==> src/rtl/spi_peripheral.sv <==
// SPI mode-0 responder bridging a command/burst serial protocol onto a
// 128-entry, 8-bit register bus. All SPI pins are oversampled in the clk domain.
module spi_peripheral #(
  parameter int SYNC_STAGES = 2
) (
  input  logic       clk,
  input  logic       rst,
  input  logic       sclk,
  input  logic       csb,
  input  logic       mosi,
  output logic       miso,
  output logic [6:0] reg_addr,
  output logic       wr_valid,
  output logic [7:0] wr_data,
  output logic       rd_req,
  input  logic [7:0] rd_data,
  output logic       busy,
  output logic       frame_error
);

  typedef enum logic [2:0] {
    S_IDLE, S_CMD, S_WRITE, S_READ_FETCH, S_READ
  } state_t;

  state_t                 state_q, state_d;
  logic [SYNC_STAGES-1:0] sclk_sync_q, sclk_sync_d;
  logic [SYNC_STAGES-1:0] csb_sync_q, csb_sync_d;
  logic [SYNC_STAGES-1:0] mosi_sync_q, mosi_sync_d;
  logic [SYNC_STAGES-1:0] sync_vld_q, sync_vld_d;
  logic                   sclk_prev_q, sclk_prev_d;
  logic                   csb_prev_q, csb_prev_d;
  logic [2:0]             bit_count_q, bit_count_d;
  logic [6:0]             rx_shift_q, rx_shift_d;
  logic [7:0]             tx_shift_q, tx_shift_d;
  logic                   miso_q, miso_d;
  logic [6:0]             reg_addr_q, reg_addr_d;
  logic                   wr_valid_q, wr_valid_d;
  logic [7:0]             wr_data_q, wr_data_d;
  logic                   frame_error_q, frame_error_d;

  logic sclk_s, csb_s, mosi_s, rise, fall, csb_fall;

  assign sclk_s   = sclk_sync_q[SYNC_STAGES-1];
  assign csb_s    = csb_sync_q[SYNC_STAGES-1];
  assign mosi_s   = mosi_sync_q[SYNC_STAGES-1];
  assign rise     = sclk_s & ~sclk_prev_q;
  assign fall     = ~sclk_s & sclk_prev_q;
  assign csb_fall = csb_prev_q & ~csb_s;

  // State and register stage
  always_ff @(posedge clk) begin
    rx_shift_q <= rx_shift_d;
    tx_shift_q <= tx_shift_d;
    if (rst) begin
      state_q       <= S_IDLE;
      sclk_sync_q   <= '0;
      csb_sync_q    <= '1;
      mosi_sync_q   <= '0;
      sync_vld_q    <= '0;
      sclk_prev_q   <= 1'b0;
      csb_prev_q    <= 1'b0;
      bit_count_q   <= 3'd0;
      miso_q        <= 1'b0;
      reg_addr_q    <= 7'd0;
      wr_valid_q    <= 1'b0;
      wr_data_q     <= 8'd0;
      frame_error_q <= 1'b0;
    end else begin
      state_q       <= state_d;
      sclk_sync_q   <= sclk_sync_d;
      csb_sync_q    <= csb_sync_d;
      mosi_sync_q   <= mosi_sync_d;
      sync_vld_q    <= sync_vld_d;
      sclk_prev_q   <= sclk_prev_d;
      csb_prev_q    <= csb_prev_d;
      bit_count_q   <= bit_count_d;
      miso_q        <= miso_d;
      reg_addr_q    <= reg_addr_d;
      wr_valid_q    <= wr_valid_d;
      wr_data_q     <= wr_data_d;
      frame_error_q <= frame_error_d;
    end
  end

  // Next-state and datapath update
  always_comb begin
    sclk_sync_d    = sclk_sync_q << 1;
    sclk_sync_d[0] = sclk;
    csb_sync_d     = csb_sync_q << 1;
    csb_sync_d[0]  = csb;
    mosi_sync_d    = mosi_sync_q << 1;
    mosi_sync_d[0] = mosi;
    sync_vld_d     = sync_vld_q << 1;
    sync_vld_d[0]  = 1'b1;
    sclk_prev_d    = sclk_s;
    // The reset value of csb_s is not a real sample, so it must not arm
    // the falling-edge detector; a csb held low through reset stays ignored.
    csb_prev_d     = csb_s & sync_vld_q[SYNC_STAGES-1];

    state_d       = state_q;
    bit_count_d   = bit_count_q;
    rx_shift_d    = rx_shift_q;
    tx_shift_d    = tx_shift_q;
    miso_d        = miso_q;
    reg_addr_d    = reg_addr_q;
    wr_valid_d    = 1'b0;
    wr_data_d     = wr_data_q;
    frame_error_d = 1'b0;

    if (wr_valid_q) reg_addr_d = reg_addr_q + 7'd1;

    if (state_q != S_IDLE && csb_s) begin
      state_d     = S_IDLE;
      miso_d      = 1'b0;
      bit_count_d = 3'd0;
      if (bit_count_q != 3'd0 && state_q != S_READ_FETCH) frame_error_d = 1'b1;
    end else begin
      case (state_q)
        S_IDLE: begin
          bit_count_d = 3'd0;
          miso_d      = 1'b0;
          if (csb_fall) state_d = S_CMD;
        end
        S_CMD: begin
          miso_d = 1'b0;
          if (rise) begin
            rx_shift_d  = {rx_shift_q[5:0], mosi_s};
            bit_count_d = bit_count_q + 3'd1;
            if (bit_count_q == 3'd7) begin
              reg_addr_d = {rx_shift_q[5:0], mosi_s};
              state_d    = rx_shift_q[6] ? S_READ_FETCH : S_WRITE;
            end
          end
        end
        S_WRITE: begin
          miso_d = 1'b0;
          if (rise) begin
            rx_shift_d  = {rx_shift_q[5:0], mosi_s};
            bit_count_d = bit_count_q + 3'd1;
            if (bit_count_q == 3'd7) begin
              wr_data_d  = {rx_shift_q, mosi_s};
              wr_valid_d = 1'b1;
            end
          end
        end
        S_READ_FETCH: begin
          tx_shift_d  = rd_data;
          bit_count_d = 3'd0;
          state_d     = S_READ;
        end
        S_READ: begin
          if (fall) begin
            miso_d     = tx_shift_q[7];
            tx_shift_d = {tx_shift_q[6:0], 1'b0};
          end
          // Completing a byte fetches the next one well before the next fall.
          if (rise) begin
            bit_count_d = bit_count_q + 3'd1;
            if (bit_count_q == 3'd7) begin
              reg_addr_d = reg_addr_q + 7'd1;
              state_d    = S_READ_FETCH;
            end
          end
        end
        default: state_d = S_IDLE;
      endcase
    end
  end

  // Outputs
  always_comb begin
    busy        = (state_q != S_IDLE);
    rd_req      = (state_q == S_READ_FETCH);
    miso        = miso_q;
    reg_addr    = reg_addr_q;
    wr_valid    = wr_valid_q;
    wr_data     = wr_data_q;
    frame_error = frame_error_q;
  end

endmodule
==> config.mk <==
export PLATFORM = sky130hd
export DESIGN_NAME = spi_peripheral
export DESIGN_NICKNAME = d
export VERILOG_FILES = /design/src/rtl/spi_peripheral.sv
export SDC_FILE = /design/constraint.sdc
export NUM_CORES = 1
export LEC_CHECK = 0
export BUFFER_PORTS_ARGS = -buffer_cell sky130_fd_sc_hd__buf_2
export CORE_MARGIN = 2
export CORE_UTILIZATION = 35
export DETAILED_ROUTE_END_ITERATION = 10
export HOLD_SLACK_MARGIN = 0.12
export PLACE_DENSITY_LB_ADDON = 0.1
export SYNTH_ARGS = -nofsm -noshare
export SYNTH_HDL_FRONTEND = slang
export SYNTH_SLANG_ARGS = --single-unit
==> constraint.sdc <==
create_clock -name clk -period 5.5 [get_ports clk]
set_input_delay 0.275 -clock clk [delete_from_list [all_inputs] [get_ports clk]]
set_output_delay 0.275 -clock clk [all_outputs]
set_load 0.05 [all_outputs]
==> impl_metrics.toml, run 1 <==
[outcome]
status = "finished, final reports clean"

[logic_synthesis]
synth_edf_count = 15
synth_warnings = 0
synth-seq-area-share_pct = 50.3
syn_area_um2 = 2250
synth_area_leader_cell = "dfxtp_1"
syn_inst = 231
synth.area.top_cells = "dfxtp_1 30%, edfxtp_1 20%, nand2_1 6.2%, mux2i_1 4.0%, nor2_1 3.3%"
synth_common_cells = "37 x nand2_1, 34 x dfxtp_1, 20 x nor2_1"
synth_cell_type_count = 47
yosysMostFrequentCell = "nand2_1"
syn_area_per_cell_um2 = 9.74
async_flop_share_pct = 0
synth_seq_cells = 49
yosys_most_used_dff = "dfxtp_1"
syn-num-nets = 248
netlist.area_leader.share_pct = 30.2

[clocking]
cts_tree = "yes"
clock_latency_ns = 0.31
cts_root_buffer = "clkbuf_8"
cts_setup_buffers = 0
cts_buffers = 5
clock-sinks = 49
clk_pin_slew_ns = 0.09
hold_buffers = 0
post_cts_resized = 0
htreeDepth = 2
cts.path.max_buffers = 2

[critical_path]
worst_path_largest_cell_delay_ns = 0.65
worst_setup_path_end_kind = "register"
rr_startpoint = "state_q[2]"
cp.required_ns = 5.44
cp_max_fo = 16
path_class = "register to register"
slowest_stage = "dfxtp_1"
start_kind = "register"
arrival_ns = 2.48
critPathLaunch = "state_q[2]"
cp_cell_sequence = "inv_1, nor2_2, nand2_1, a21oi_1"

[placement]
place.gp.congestion = 0.827
portBuffers = 32
place_area_um2 = 2450
hpwl_um = 3270
dp.cells = 330

[floorplanning]
initial_core_util_pct = 35.9
dieArea_um2 = 7090
ios = 33
core_area_um2 = 6280
num_rows = 29
die_w_um = 84.2
dieHeight_um = 84.2

[sta]
relSlewSlack_pct = 49.3
setup-violations-final = 0
worst_slew_pin_slew_ns = 0.761
hold_viol_final = 0
period_share_pct = 46.2
drv_slew = 0
min_period_ns = 2.54
max_freq_ghz = 0.394
clock-skew-final_ns = 0.0134
fin_setup_tns_ns = 0
grt_setup_unrepaired = "no"

[grt]
use_met1_pct = 20.0
grt-busiest-layer = "met2"
grt_pass1_vias = 1555
grt_max_degree = 25
grt_antenna_before_repair = 0
grt-ovfl-total = 0
grtUsageTotal_pct = 13.8
grtUsageMet2_pct = 20.1
grt_pass1_wl_um = 7860
grtUsageMet3_pct = 3.24

[layout]
fin_util_pct = 40.5
final_layout_size_suffix_gt1_share_pct = 21.1
stdcell_count = 338
synthToLayoutAreaGrowth_pct = 13.0
finalNetCount = 277
design_area_um2 = 2540
antenna_cells = 0

[min_path]
hold_path_class = "primary input to register"
hp-start = "csb"

[detailed_routing]
wirelength_um = 4620
wl_per_cell_um = 13.7
num_vias = 1667
ant_nets = 0
drc_errors = 0
drt_iter0_drc = 115
first_pass_iters = 4
routed_via_density = 4.93

[pwr]
max-vdd-ir-drop_v = 0.000133
p_leak_nw = 1.10
power_uw = 616
powerDensity_nw_per_um2 = 242

[run]
cap_violations = 0
[per-stage QoR]
step | setup WS, ns | hold WS (ns)
2_1_floorplan | 3.50 | 0.351
5_1_grt | 2.70 | 0.140
3_5_place_dp | 2.96 | 0.395
6_report | 2.96 | 0.148
4_1_cts | 2.95 | 0.140
3_3_place_gp | 2.99 | 0.397
[cells by family after synthesis]
| logic type | after synthesis | share of synthesized area, % |
|---|---|---|
| xor gates and xnor gates | 11 | 4.28 |
| and+or+nand+nor | 94 | 21.4 |
| buffers and inverters | 20 | 4.22 |
| muxes | 9 | 4.00 |
| DFF | 49 | 50.2 |
| AOI/OAI and AO/OA | 44 | 13.6 |
| adders and majority gates | 4 | 2.22 |
[cell usage in the layout (no fill, tap or decap), drive strengths merged, types with 2 or more instances in the layout]
cell / instances
ha: 4
mux2i: 9
xnor2: 4
a21oi: 13
dfxtp: 34
a22oi: 4
xor2: 7
nand4: 2
inv: 10
clkbuf: 5
o22ai: 2
nor2b: 7
a211oi: 3
nor3: 2
buf: 33
and3: 4
nand2: 37
or2: 4
edfxtp: 15
nand3: 6
o21ai: 11
nor2: 22
o32ai: 4
[report_power, final]
group          internal (mW)  total [mW]  switching, mW
combinational        0.00779      0.0182         0.0104
clock                 0.0906       0.221          0.131
sequential             0.374       0.377        0.00259
[state kept, by name, summed over array words and instances, names as in the netlist]
name	flops
bit_count_q	3
csb_prev_q	1
csb_sync_q	2
frame_error	1
miso	1
mosi_sync_q	2
reg_addr	7
rx_shift_q	7
sclk_prev_q	1
sclk_sync_q	2
state_q	3
sync_vld_q	2
tx_shift_q	8
wr_data	8
wr_valid	1
[final cells by class]
cell class              instances  area, um^2
clock buffers                   5        68.8
well taps                      77        96.3
repair buffers                 33         168
clock inverters                 3        21.3
multi-input cells             162        1020
inverters                       9        33.8
fillers                       637        3730
flip-flops and latches         49        1130
[critical path: cells and delay by family, from the launching register on]
family	cells	cell delay, ns
compound gates	1	0.64
buf+inv	1	0.27
flops	1	0.65
simple gates	2	0.61
[metal layers]
layer | routed length [um] | vias up
met2 | 2050 | 41
met5 | 0 | -
met1 | 2350 | 754
met4 | 50 | 0
li1 | - | 866
met3 | 180 | 6
[worst paths after layout]
path / endpoint / cells after the start / slack, ns
worst max register to register: tx_shift_q[7] / 4 / 2.96
worst min-delay path: csb_sync_q[0] / 2 / 0.15
worst max-delay path: tx_shift_q[7] / 4 / 2.96
worst min register to register: csb_sync_q[1] / 1 / 0.42
Power figures use the tool's default switching activity.
==> inputs of run 2 (changes only) <==
Settings changed: ABC_AREA set to 1.
Clock period 5.5 ns to 2 ns, I/O delays scaled along.
==> impl_metrics.toml, run 2 <==
[floorplanning]
dieHeight_um = 85.3
dieArea_um2 = 7280
die_w_um = 85.3
ios = 33
initial_core_util_pct = 36.3
num_rows = 29
core_area_um2 = 6390

[layout]
stdcell_count = 428
finalNetCount = 367
layout_commonest_cell = "nand2_1"
design_area_um2 = 2810
synthToLayoutAreaGrowth_pct = 21.5
antenna_cells = 0
fillers = 652
mostFrequentLayoutCells = "109 x nand2_1, 34 x dfxtp_1, 32 x buf_2, 30 x nor2_1, 28 x inv_1"
final_layout_size_suffix_gt1_share_pct = 19.9

[clocking]
cts_buffers = 5
htreeDepth = 2
clock_latency_ns = 0.30
clk_pin_slew_ns = 0.09
cts.path.max_buffers = 2
clock-sinks = 49
post_cts_resized = 0
cts_setup_buffers = 0
cts_root_buffer = "clkbuf_8"
hold_buffers = 11
cts_tree = "yes"

[critical_path]
rrSetupSlack_ns = 0.33
cp_max_fo = 9
path_class = "register to register"
cp_cell_sequence = "nor2_4, nand2_4, inv_2, nand3_1, a21oi_1, buf_4"
critPathLaunch = "state_q[1]"
slowest_stage = "dfxtp_1"
start_kind = "register"
worst_path_largest_cell_delay_ns = 0.38
worst_setup_path_end_kind = "register"
arrival_ns = 1.69
path_buf_inv = 2
rr_startpoint = "state_q[1]"
critical_path.top_delay_family = "simple AND/OR/NAND/NOR gates"
cp.required_ns = 2.02

[logic_synthesis]
synth_warnings = 0
synth_top_family_by_area = "simple AND/OR/NAND/NOR gates"
async_flop_share_pct = 0
synth_xor_xnor_area_share_pct = 1.13
synth_area_leader_cell = "dfxtp_1"
synth-seq-area-share_pct = 48.8
synth_compound_area_share_pct = 8.05
synth_edf_count = 15
synth.area.top_cells = "dfxtp_1 29%, edfxtp_1 19%, nand2_1 18%, nor2_1 4.9%, inv_1 4.5%"
yosys.area_share.simple_pct = 32.1
muxShareOfSynthArea_pct = 0
yosysMostFrequentCell = "nand2_1"
yosys_most_used_dff = "dfxtp_1"
syn_area_um2 = 2320
netlist.area_leader.share_pct = 29.4
syn-num-nets = 316
syn_area_per_cell_um2 = 7.75
synth_seq_cells = 49
synth_cell_type_count = 34
syn_inst = 299
synth-adder-area-share_pct = 2.16
synth_common_cells = "109 x nand2_1, 34 x dfxtp_1, 30 x nor2_1"

[sta]
fin_setup_tns_ns = 0
max_freq_ghz = 0.598
min_period_ns = 1.67
period_share_pct = 83.6
hold_viol_final = 0
grt_setup_unrepaired = "no"
worst_slew_pin_slew_ns = 0.392
setup-violations-final = 0
drv_slew = 0
clock-skew-final_ns = 0.00527
relSlewSlack_pct = 73.2

[run]
cap_violations = 0

[grt]
grt_pass1_vias = 1834
grt-ovfl-total = 0
grtUsageTotal_pct = 15.0
grt_max_degree = 17
grt_pass1_wl_um = 8610
grt_antenna_before_repair = 0

[pwr]
powerDensity_nw_per_um2 = 737
power_mw = 2.08
max-vdd-ir-drop_v = 0.000429
p_leak_nw = 1.38

[detailed_routing]
routed_via_density = 4.53
wirelength_um = 5240
wl_per_cell_um = 12.2
num_vias = 1938
drc_errors = 0
ant_nets = 0
drt_iter0_drc = 86
first_pass_iters = 4

[placement]
place.gp.congestion = 0.804
dp.cells = 409
hpwl_um = 3790
portBuffers = 32
place_area_um2 = 2590

[outcome]
status = "finished, final reports clean"

[min_path]
hold_path_class = "primary input to register"
hp-start = "rst"
[run 2: layout make-up]
type	instances	area, um^2	share of cell area, %
Clock buffer	7	86.3	3.07
Clock inverter	1	30.0	1.07
Inverter	33	126	4.49
Multi-Input combinational cell	210	1010	36.0
Sequential cell	49	1130	40.2
Tap cell	77	96.3	3.42
Timing Repair Buffer	51	330	11.7
[run 2: through the flow]
| stage | hold slack [ns] | worst slack [ns] | utilization [%] |
|---|---|---|---|
| final | 0.158 | 0.327 | 44.1 |
| after global routing | 0.157 | 0.192 | 44.1 |
| after CTS | 0.150 | 0.310 | 44.1 |
| after detailed placement | 0.290 | 0.321 | 40.5 |
| after global placement | 0.288 | 0.386 | 40.5 |
| after floorplan | 0.190 | 0.217 | - |
[run 2: routing by layer]
| layer | routed length [um] | global-route usage [%] | share of wire, % | vias to the layer above |
|---|---|---|---|---|
| li1 | - | - | - | 1047 |
| met1 | 2670 | 21.1 | 51 | 853 |
| met2 | 2310 | 22.9 | 44 | 34 |
| met3 | 208 | 3.40 | 4.0 | 4 |
| met4 | 51 | 4.47 | 0.97 | 0 |
| met5 | 0 | 0 | 0 | - |
[run 2: cells by family after synthesis]
kind of cell | Yosys count
compound gates | 31
xor+xnor | 3
fa+ha+maj | 4
buf+inv | 40
flops | 49
simple gates | 172
[run 2: path summary, 6_finish.rpt]
path              cells after the start             end
setup / recovery                      6   tx_shift_q[2]
setup reg to reg                      6   tx_shift_q[2]
hold / removal                        2  mosi_sync_q[1]
hold reg to reg                       2  mosi_sync_q[1]
[run 2: report_power, final]
group          leakage [nW]  total (mW)  switching [mW]  internal [mW]
Combinational         0.907       0.283           0.196         0.0873
Clock                0.0585       0.735           0.327          0.408
Sequential            0.411        1.06          0.0167           1.04
==> inputs of run 3 (changes only) <==
Clock period 2 ns to 1.47 ns, I/O delays scaled along.
==> impl_metrics.toml, run 3 (same netlist as run 2, synthesis figures left out) <==
[outcome]
status = "finished, final reports clean"

[pwr]
powerDensity_nw_per_um2 = 944
max-vdd-ir-drop_v = 0.000509
power_mw = 2.87
p_leak_nw = 1.45

[floorplanning]
die_w_um = 85.3
core_area_um2 = 6390
dieArea_um2 = 7280
ios = 33
num_rows = 29
dieHeight_um = 85.3
initial_core_util_pct = 36.3

[layout]
final_layout_size_suffix_gt1_share_pct = 29.0
mostFrequentLayoutCells = "106 x nand2_1, 31 x buf_2, 30 x nor2_1, 25 x inv_1, 24 x dfxtp_1"
finalNetCount = 381
fillers = 625
layout_commonest_cell = "nand2_1"
antenna_cells = 0
synthToLayoutAreaGrowth_pct = 31.4

[clocking]
clk_pin_slew_ns = 0.09
cts_root_buffer = "clkbuf_8"
cts_buffers = 5
clock-sinks = 49
htreeDepth = 2
clock_latency_ns = 0.30
cts_tree = "yes"
cts.path.max_buffers = 2

[sta]
max_freq_ghz = 0.698
setup-violations-final = 0
worst_slew_pin_slew_ns = 0.404
worst_hold_slack_ns = 0.120
drv_slew = 0
grt_setup_unrepaired = "yes"
relSlewSlack_pct = 72.3
min_period_ns = 1.43
hold_viol_final = 0
period_share_pct = 97.5
clock-skew-final_ns = 0.00712

[detailed_routing]
routed_via_density = 4.59
drt_iter0_drc = 84
num_vias = 2028
first_pass_iters = 4
wl_per_cell_um = 12.1
drc_errors = 0
ant_nets = 0
wirelength_um = 5340

[critical_path]
cp.required_ns = 1.49
crit_top_cell = "nand2_4"
slowest_stage = "dfxtp_4"
worst_path_largest_cell_delay_ns = 0.38
rr_startpoint = "state_q[1]"
cp_max_fo = 7
path_class = "register to register"
r2r_cells = 6
rrSetupSlack_ns = 0.04
cp_cell_sequence = "nor2_4, nand2_4, nand2_4, inv_8, nor4_4, buf_6"
start_kind = "register"
worst_setup_path_end_kind = "register"
timing.rr.end = "rx_shift_q[6]"
arrival_ns = 1.45

[min_path]
hp-start = "rst"
holdPathStages = 2
hold_path_class = "primary input to register"
hold_end = "sclk_prev_q"

[grt]
grt_pass1_wl_um = 8620
grt_max_degree = 17
grtUsageTotal_pct = 15.0
grt-ovfl-total = 0
grt_pass1_vias = 1833
grt_antenna_before_repair = 0

[placement]
place.gp.congestion = 0.832
portBuffers = 32
hpwl_um = 3740

[run]
cap_violations = 0
## run 3: cell types whose count changed in the layout (fill, tap and decap cells not counted), sizes merged
cell	change
buf	+14
clkbuf	-1
clkinv	+1
## run 3: worst max-delay path by stage
stage / from / end / slack, ns / cells past startpoint
2_1_floorplan: state_q[0] / rx_shift_q[0] / -0.09 / 5
6_report: state_q[1] / rx_shift_q[6] / 0.04 / 6
5_1_grt: state_q[1] / tx_shift_q[7] / -0.02 / 5
3_5_place_dp: bit_count_q[0] / reg_addr[1] / -0.04 / 8
4_1_cts: state_q[0] / tx_shift_q[4] / -0.0008 / 5
3_3_place_gp: bit_count_q[0] / reg_addr[1] / -0.02 / 9
## run 3: per-layer routing
metal  part of all wire, %  global-route usage, %  up-vias  routed length, um
met5                     0                      0        -                  0
met4                   1.3                   4.33        0                 70
met3                   4.4                   3.31        5                236
met2                    46                   23.0       41               2450
met1                    48                   21.1      916               2580
li1                      -                      -     1066                  -
## run 3: repair_timing
action / CTS / global route
cloned: 0 / 1
resized for setup: 5 / 29
setup buffers: 0 / 2
hold endpoints to repair: 11 / 0
hold buffers: 11 / 0
pin swaps: 0 / 7
endpoints found under the setup margin: 5 / 34
## run 3: report_power, final
group / switching (mW) / total, mW / internal [mW]
Sequential: 0.0257 / 1.44 / 1.41
Clock: 0.443 / 0.946 / 0.503
Combinational: 0.297 / 0.487 / 0.190
Total: 0.766 / 2.87 / 2.11
## run 3: area by class of cell
cell class | count | area (um^2) | area share [%]
Timing Repair Buffer | 65 | 449 | 14.8
Multi-Input combinational cell | 210 | 1100 | 36.2
Inverter | 33 | 136 | 4.48
Clock inverter | 2 | 33.8 | 1.11
Sequential cell | 49 | 1150 | 37.9
Clock buffer | 6 | 72.6 | 2.38
Tap cell | 77 | 96.3 | 3.17
## run 3: worst max-delay path, delay by kind of cell, from the launching register on
kind	cells	cell delay, ns
AND/OR/NAND/NOR	4	0.54
flip-flops	1	0.38
buffers and inverters	2	0.22
## run 3: per-stage QoR
stage	instances	setup slack [ns]	setup TNS [ns]	util, %	instance area, um^2
3_5_place_dp	420	-0.0381	-0.0518	42.3	2700
6_report	442	0.0366	0	47.6	3040
5_1_grt	442	-0.0186	-0.224	47.6	3040
2_1_floorplan	299	-0.0889	-0.622	-	2360
3_3_place_gp	420	-0.0195	-0.0195	42.3	2700
4_1_cts	439	-0.000846	-0.00562	45.9	2930
